==> config.mk <==
export PLATFORM = sky130hd
export DESIGN_NAME = wb_regfile_stage_flat
export DESIGN_NICKNAME = d
export VERILOG_FILES = /design/src/rtl/wb_regfile_stage_if.sv /design/src/rtl/wb_regfile_stage.sv /design/src/flat_wrapper.sv
export SDC_FILE = /design/constraint.sdc
export NUM_CORES = 2
export LEC_CHECK = 0
export ABC_AREA = 0
export BUFFER_PORTS_ARGS = -buffer_cell sky130_fd_sc_hd__buf_4
export CORE_UTILIZATION = 47
export CTS_CLUSTER_DIAMETER = 60
export CTS_CLUSTER_SIZE = 30
export DETAILED_ROUTE_END_ITERATION = 12
export HOLD_SLACK_MARGIN = 0.1
export SETUP_SLACK_MARGIN = 0.1
export SLEW_MARGIN = 5
export SYNTH_ARGS = -nofsm -noshare
export SYNTH_HDL_FRONTEND = slang
export SYNTH_SLANG_ARGS = --single-unit
==> constraint.sdc <==
create_clock -name clk -period 2.6 [get_ports clk]
set_clock_uncertainty 0.15 [all_clocks]
set_input_delay 0.26 -clock clk [delete_from_list [all_inputs] [get_ports clk]]
set_output_delay 0.26 -clock clk [all_outputs]
set_load 0.02 [all_outputs]
==> src/rtl/wb_regfile_stage_if.sv <==
// Trace drain port of the write-back stage: valid/ready handshake carrying {rd, value}.
interface wb_regfile_stage_if #(
   parameter int DATA_W = 32,
   parameter int ADDR_W = 5
);
   logic                     trace_valid;
   logic                     trace_ready;
   logic                     trace_full;
   logic [ADDR_W+DATA_W-1:0] trace_data;

   modport master (output trace_valid, trace_data, trace_full, input trace_ready);
   modport slave  (input trace_valid, trace_data, trace_full, output trace_ready);
endinterface

==> src/rtl/wb_regfile_stage.sv <==
// Write-back stage: commits EXE/WB results to the register file, bypasses to ID reads,
// counts retirements and records every register write in a drop-on-full trace FIFO.
module wb_regfile_stage #(
   parameter int DATA_W      = 32,
   parameter int ADDR_W      = 5,
   parameter int TRACE_DEPTH = 4
) (
   input  logic              clk,
   input  logic              rst,
   input  logic              valid_EXE_WB,
   input  logic              regwrite_EXE_WB,
   input  logic [ADDR_W-1:0] rd_EXE_WB,
   input  logic [DATA_W-1:0] aluout_EXE_WB,
   input  logic [ADDR_W-1:0] rs1_addr,
   input  logic [ADDR_W-1:0] rs2_addr,
   output logic [DATA_W-1:0] rs1_data,
   output logic [DATA_W-1:0] rs2_data,
   output logic [31:0]       retire_count,
   output logic [7:0]        trace_drop_count,
   wb_regfile_stage_if.master trace
);
   localparam int NREG  = 1 << ADDR_W;
   localparam int PTR_W = $clog2(TRACE_DEPTH);
   localparam int CNT_W = $clog2(TRACE_DEPTH + 1);

   typedef struct packed {
      logic [ADDR_W-1:0] rd;
      logic [DATA_W-1:0] val;
   } trace_t;

   logic              commit, wr, push, pop, push_ok;
   logic [DATA_W-1:0] regfile [NREG];
   trace_t            fifo    [TRACE_DEPTH];
   logic [PTR_W-1:0]  rd_ptr, wr_ptr;
   logic [CNT_W-1:0]  count;
   logic              full;

   assign commit  = valid_EXE_WB;
   assign wr      = commit & regwrite_EXE_WB & (rd_EXE_WB != '0);
   assign full    = (count == CNT_W'(TRACE_DEPTH));
   assign push    = wr;
   assign pop     = trace.trace_valid & trace.trace_ready;
   // A pop in the same cycle frees the slot, so a push while full is still accepted.
   assign push_ok = push & (~full | pop);

   always_ff @(posedge clk or negedge rst) begin
      if (!rst) begin
         for (int i = 0; i < NREG; i++) regfile[i] <= '0;
      end else if (wr) begin
         regfile[rd_EXE_WB] <= aluout_EXE_WB;
      end
   end

   logic [1:0][ADDR_W-1:0] ra;
   assign ra = {rs2_addr, rs1_addr};

   for (genvar p = 0; p < 2; p++) begin : g_rd
      logic [DATA_W-1:0] q;
      always_comb begin
         if (ra[p] == '0)                   q = '0;
         else if (wr && rd_EXE_WB == ra[p]) q = aluout_EXE_WB;
         else                               q = regfile[ra[p]];
      end
   end

   assign rs1_data = g_rd[0].q;
   assign rs2_data = g_rd[1].q;

   always_ff @(posedge clk or negedge rst) begin
      if (!rst) retire_count <= '0;
      else if (commit) retire_count <= retire_count + 32'd1;
   end

   // TRACE_DEPTH is a power of two, so pointers wrap by natural overflow.
   always_ff @(posedge clk or negedge rst) begin
      if (!rst) begin
         for (int i = 0; i < TRACE_DEPTH; i++) fifo[i] <= '0;
         rd_ptr           <= '0;
         wr_ptr           <= '0;
         count            <= '0;
         trace_drop_count <= '0;
      end else begin
         if (push_ok) begin
            fifo[wr_ptr] <= '{rd: rd_EXE_WB, val: aluout_EXE_WB};
            wr_ptr       <= wr_ptr + 1'b1;
         end
         if (pop) rd_ptr <= rd_ptr + 1'b1;
         case ({push_ok, pop})
            2'b10:   count <= count + 1'b1;
            2'b01:   count <= count - 1'b1;
            default: count <= count;
         endcase
         if (push && !push_ok && trace_drop_count != 8'hFF)
            trace_drop_count <= trace_drop_count + 8'd1;
      end
   end

   assign trace.trace_valid = (count != '0);
   assign trace.trace_full  = full;
   assign trace.trace_data  = fifo[rd_ptr];
endmodule

==> src/flat_wrapper.sv <==
// flat-port wrapper written by rule: the top's interface ports become plain ports
module wb_regfile_stage_flat 
#(
   parameter int DATA_W      = 32,
   parameter int ADDR_W      = 5,
   parameter int TRACE_DEPTH = 4
)
  (clk, rst, valid_EXE_WB, regwrite_EXE_WB, rd_EXE_WB, aluout_EXE_WB, rs1_addr, rs2_addr, rs1_data, rs2_data, retire_count, trace_drop_count, trace_trace_valid, trace_trace_data, trace_trace_full, trace_trace_ready);
  wb_regfile_stage_if #(.DATA_W(DATA_W), .ADDR_W(ADDR_W)) trace_i ();
  input  logic clk;
  input  logic rst;
  input  logic valid_EXE_WB;
  input  logic regwrite_EXE_WB;
  input  logic [ADDR_W-1:0] rd_EXE_WB;
  input  logic [DATA_W-1:0] aluout_EXE_WB;
  input  logic [ADDR_W-1:0] rs1_addr;
  input  logic [ADDR_W-1:0] rs2_addr;
  output logic [DATA_W-1:0] rs1_data;
  output logic [DATA_W-1:0] rs2_data;
  output logic [31:0] retire_count;
  output logic [7:0] trace_drop_count;
  output wire logic [$bits(trace_i.trace_valid)-1:0] trace_trace_valid;
  output wire logic [$bits(trace_i.trace_data)-1:0] trace_trace_data;
  output wire logic [$bits(trace_i.trace_full)-1:0] trace_trace_full;
  input wire logic [$bits(trace_i.trace_ready)-1:0] trace_trace_ready;
  assign trace_trace_valid = trace_i.trace_valid;
  assign trace_trace_data = trace_i.trace_data;
  assign trace_trace_full = trace_i.trace_full;
  assign trace_i.trace_ready = trace_trace_ready;
  wb_regfile_stage #(.DATA_W(DATA_W), .ADDR_W(ADDR_W), .TRACE_DEPTH(TRACE_DEPTH)) u_core (.clk(clk), .rst(rst), .valid_EXE_WB(valid_EXE_WB), .regwrite_EXE_WB(regwrite_EXE_WB), .rd_EXE_WB(rd_EXE_WB), .aluout_EXE_WB(aluout_EXE_WB), .rs1_addr(rs1_addr), .rs2_addr(rs2_addr), .rs1_data(rs1_data), .rs2_data(rs2_data), .retire_count(retire_count), .trace_drop_count(trace_drop_count), .trace(trace_i));
endmodule
==> results.sh <==
export IMPL_status="finished with violations"
export IMPL_violations="negative setup slack"
export IMPL_hold_viol_final=0
export IMPL_die_w_um=372.5
export IMPL_syn_cell_area_mm2=0.06452
export IMPL_post_route_util_pct=58.71
export IMPL_synth_ff_type="dfrtp_1"
export IMPL_antenna_found_initial=5
export IMPL_drt_iter0_drc=4878
export IMPL_swShare_pct=30.65
export IMPL_layout_area_seq_mm2=0.03051
export IMPL_cts_sinks=1219
export IMPL_synth_seq_area_share_pct=47.28
export IMPL_seqPwrFrac_pct=40.6
export IMPL_cts_buffers=121
export IMPL_dr_pass1_iters=5
export IMPL_arrival_ns=2.72
export IMPL_yosysMostFrequentCell="dfrtp_1"
export IMPL_maxSlewHeadroom_pct=48.84
export IMPL_netSwitchingPower_mw=18.50
export IMPL_yosys_area_top_type="dfrtp_1"
export IMPL_cts_max_level=3
export IMPL_synth_top_cell_area_share_pct=47.28
export IMPL_cellLeakagePower_nw=35.96
export IMPL_p_comb_share_pct=26.8
export IMPL_fill_cells=10770
export IMPL_grt_pass1_vias=46270
export IMPL_p_total_mw=60.35
export IMPL_hpwl_mm=156.5
export IMPL_ys_ff_latch=1219
export IMPL_slowest_delay_ns=0.50
export IMPL_dieHeight_um=372.5
export IMPL_start_util_pct=47.51
export IMPL_io_pins=195
export IMPL_irDropWorstVdd_mv=0.6402
export IMPL_cp_start_kind="register"
export IMPL_powerDensity_mw_per_mm2=756.9
export IMPL_yosys_top_cells_count="dfrtp_1 (1219), mux2_2 (1167), mux4_2 (384), mux2i_1 (341), clkbuf_1 (202)"
export IMPL_port_buffers=194
export IMPL_antenna_left=0
export IMPL_gp_congestion=0.9201
export IMPL_die_area_mm2=0.1388
export IMPL_fin_crit_sh_pct=120.3
export IMPL_clkPwrFrac_pct=32.6
export IMPL_place_ws_ns=-0.5956
export IMPL_worstPathCellList="mux4_2 > mux2i_4 > a2111oi_4 > a311oi_2 > a21oi_2 > buf_4 > buf_6"
export IMPL_rsz0062_at_grt="true"
export IMPL_syn_nets=4576
export IMPL_area_growth_syn_to_layout_pct=23.58
export IMPL_cp_end_kind="output pin"
export IMPL_p_int_mw=41.85
export IMPL_tightest_slew_ns=0.7673
export IMPL_clock_root_buffer="clkbuf_16"
export IMPL_insertion_delay_ns=0.77
export IMPL_wire_per_inst_um=34.82
export IMPL_clockBufferDepth=3
export IMPL_synth_edf_count=0
export IMPL_fin_ws_ns=-0.5268
export IMPL_maxSlewViolCount=0
export IMPL_wirelength_mm=240.0
export IMPL_synthTopCellsByArea="dfrtp_1 (47%), mux2_2 (20%), mux4_2 (13%), mux2i_1 (5.3%), buf_2 (1.2%)"
export IMPL_via_count=45540
export IMPL_avgViaCountPerCell=6.607
export IMPL_netlist_instances=4516
export IMPL_grt_total_usage_pct=34.69
export IMPL_cts_tree="built"
export IMPL_drv_cap=0
export IMPL_cp_max_fo=3
export IMPL_holdCritPathClass="primary input to register"
export IMPL_wl_met2_mm=106.9
export IMPL_ys_async_sr_fraction_pct=100.0
export IMPL_clk_pin_slew_worst_paths_ns=0.08
export IMPL_fin_nets=5068
export IMPL_drcViolationCount=0
export IMPL_ys_types=83
export IMPL_worst_path_buf_inv=2
export IMPL_final_setup_viol_count=97
export IMPL_clock_fmax_mhz=319.8
export IMPL_grt_pass1_wl_mm=343.4
export IMPL_cpMaxStageDelayCell="mux4_2"
export IMPL_period_needed_ns=3.127
export IMPL_dr_wl_met3_mm=22.13
export IMPL_required_ns=2.19
export IMPL_wl_met1_mm=98.80
export IMPL_ys_warnings_count=0
export IMPL_core_mm2=0.1358
export IMPL_syn_area_per_cell_um2=14.29
export IMPL_grt_start_max_net_pins=119
export IMPL_drive_above_1_share_pct=56.89
export IMPL_fp_row_count=135
export IMPL_cp_top_family="multiplexers"
export IMPL_overflow=0
export IMPL_multiInputGateArea_mm2=0.03318
export IMPL_crit_type="register to output pin"
export IMPL_routed_top_layer="met5"
[power groups by stage]
| stage | registers (mW) | logic (mW) | clock network [mW] |
|---|---|---|---|
| after CTS | 24.4 | 15.8 | 19.9 |
| after global placement | 24.6 | 13.6 | 0 |
| after global routing | 24.9 | 17.1 | 20.6 |
| after floorplan | 24.1 | 9.16 | 0 |
| after detailed placement | 24.8 | 13.8 | 0 |
| final | 24.5 | 16.1 | 19.7 |
[area by class of cell]
type / count / share of cell area [%]
Multi-Input combinational cell: 2783 / 41.61
Antenna cell: 2 / 0.006277
Clock inverter: 85 / 1.477
Tap cell: 1781 / 2.795
Sequential cell: 1219 / 38.26
Timing Repair Buffer: 870 / 11.66
Inverter: 13 / 0.06120
Clock buffer: 140 / 4.121
[worst paths after layout]
kind / endpoint / cells after the start / slack [ns] / start
setup / recovery: rs1_data[15] / 7 / -0.53 / u_core.regfile[335]$_DFFE_PN0P_
hold / removal: u_core.regfile[923]$_DFFE_PN0P_ / 5 / 0.25 / rd_EXE_WB[4]
setup reg to reg: u_core.count[2]$_DFFE_PN0P_ / 9 / 0.40 / u_core.count[0]$_DFFE_PN0P_
hold reg to reg: u_core.regfile[1017]$_DFFE_PN0P_ / 0 / 0.25 / u_core.regfile[1017]$_DFFE_PN0P_
max in group asynchronous: u_core.fifo[17]$_DFFE_PN0P_ / 4 / 0.93 / rst
min in group asynchronous: u_core.regfile[320]$_DFFE_PN0P_ / 4 / 0.62 / rst
[tightest hold or removal path, cell delays in order]
cell	delay (ns)
buf_4	0.12
buf_6	0.20
nor4_4	0.09
buf_12	0.20
mux2_2	0.25
[logic make-up after synthesis]
logic type | after synthesis | synth area share [%]
muxes | 1902 | 39.26
buffers and inverters | 514 | 4.214
DFF | 1219 | 47.28
and+or+nand+nor | 313 | 2.554
xor gates and xnor gates | 54 | 0.7330
adders and majority gates | 8 | 0.1668
AOI/OAI and AO/OA | 506 | 5.800
[layout by cell type, fill, tap and decap left out, drive strengths merged, types with 23 or more instances in the layout]
cell type	synthesis	final
a21oi	56	56
a221oi	70	70
a22oi	68	68
buf	299	824
clkbuf	202	144
clkinv	3	36
dfrtp	1219	1219
dlygate4sd3	0	41
inv	10	41
mux2	1176	1176
mux2i	341	341
mux4	385	385
nand2	84	84
nand2b	23	23
nand3	25	25
nor2	62	62
nor3	36	36
o21ai	57	57
o22ai	72	72
xnor2	37	37
[per-stage QoR]
stage | hold slack [ns] | TNS [ns] | cells | instance area [um2]
2_1_floorplan | -0.1856 | 0 | 4516 | 64520
3_3_place_gp | 0.01801 | -24.81 | 6538 | 71780
3_5_place_dp | 0.01781 | -21.30 | 6539 | 71800
4_1_cts | 0.1769 | -25.38 | 6872 | 78850
5_1_grt | 0.2266 | -27.73 | 6891 | 79730
6_report | 0.2487 | -22.51 | 6893 | 79740
[per-layer routing]
layer	vias up	track usage [%]
li1	18320	-
met1	24460	48.44
met2	2236	52.14
met3	522	7.838
met4	6	14.57
met5	-	0
[timing repair]
item | 4_1_cts | 5_1_grt
gates resized for setup | 316 | 127
pin swaps | 136 | 103
hold buffers | 42 | 0
setup buffers | 61 | 23
setup endpoints to repair | 101 | 101
cloned | 7 | 2
endpoints found under the hold margin | 2359 | 0
[registers in the layout (all words and copies together) (netlist names)]
name / count
u_core.wr_ptr: 2
u_core.fifo: 148
u_core.retire_count: 32
u_core.regfile: 1024
u_core.count: 3
u_core.trace_drop_count: 8
u_core.rd_ptr: 2
(Power assumes the default switching activity.)
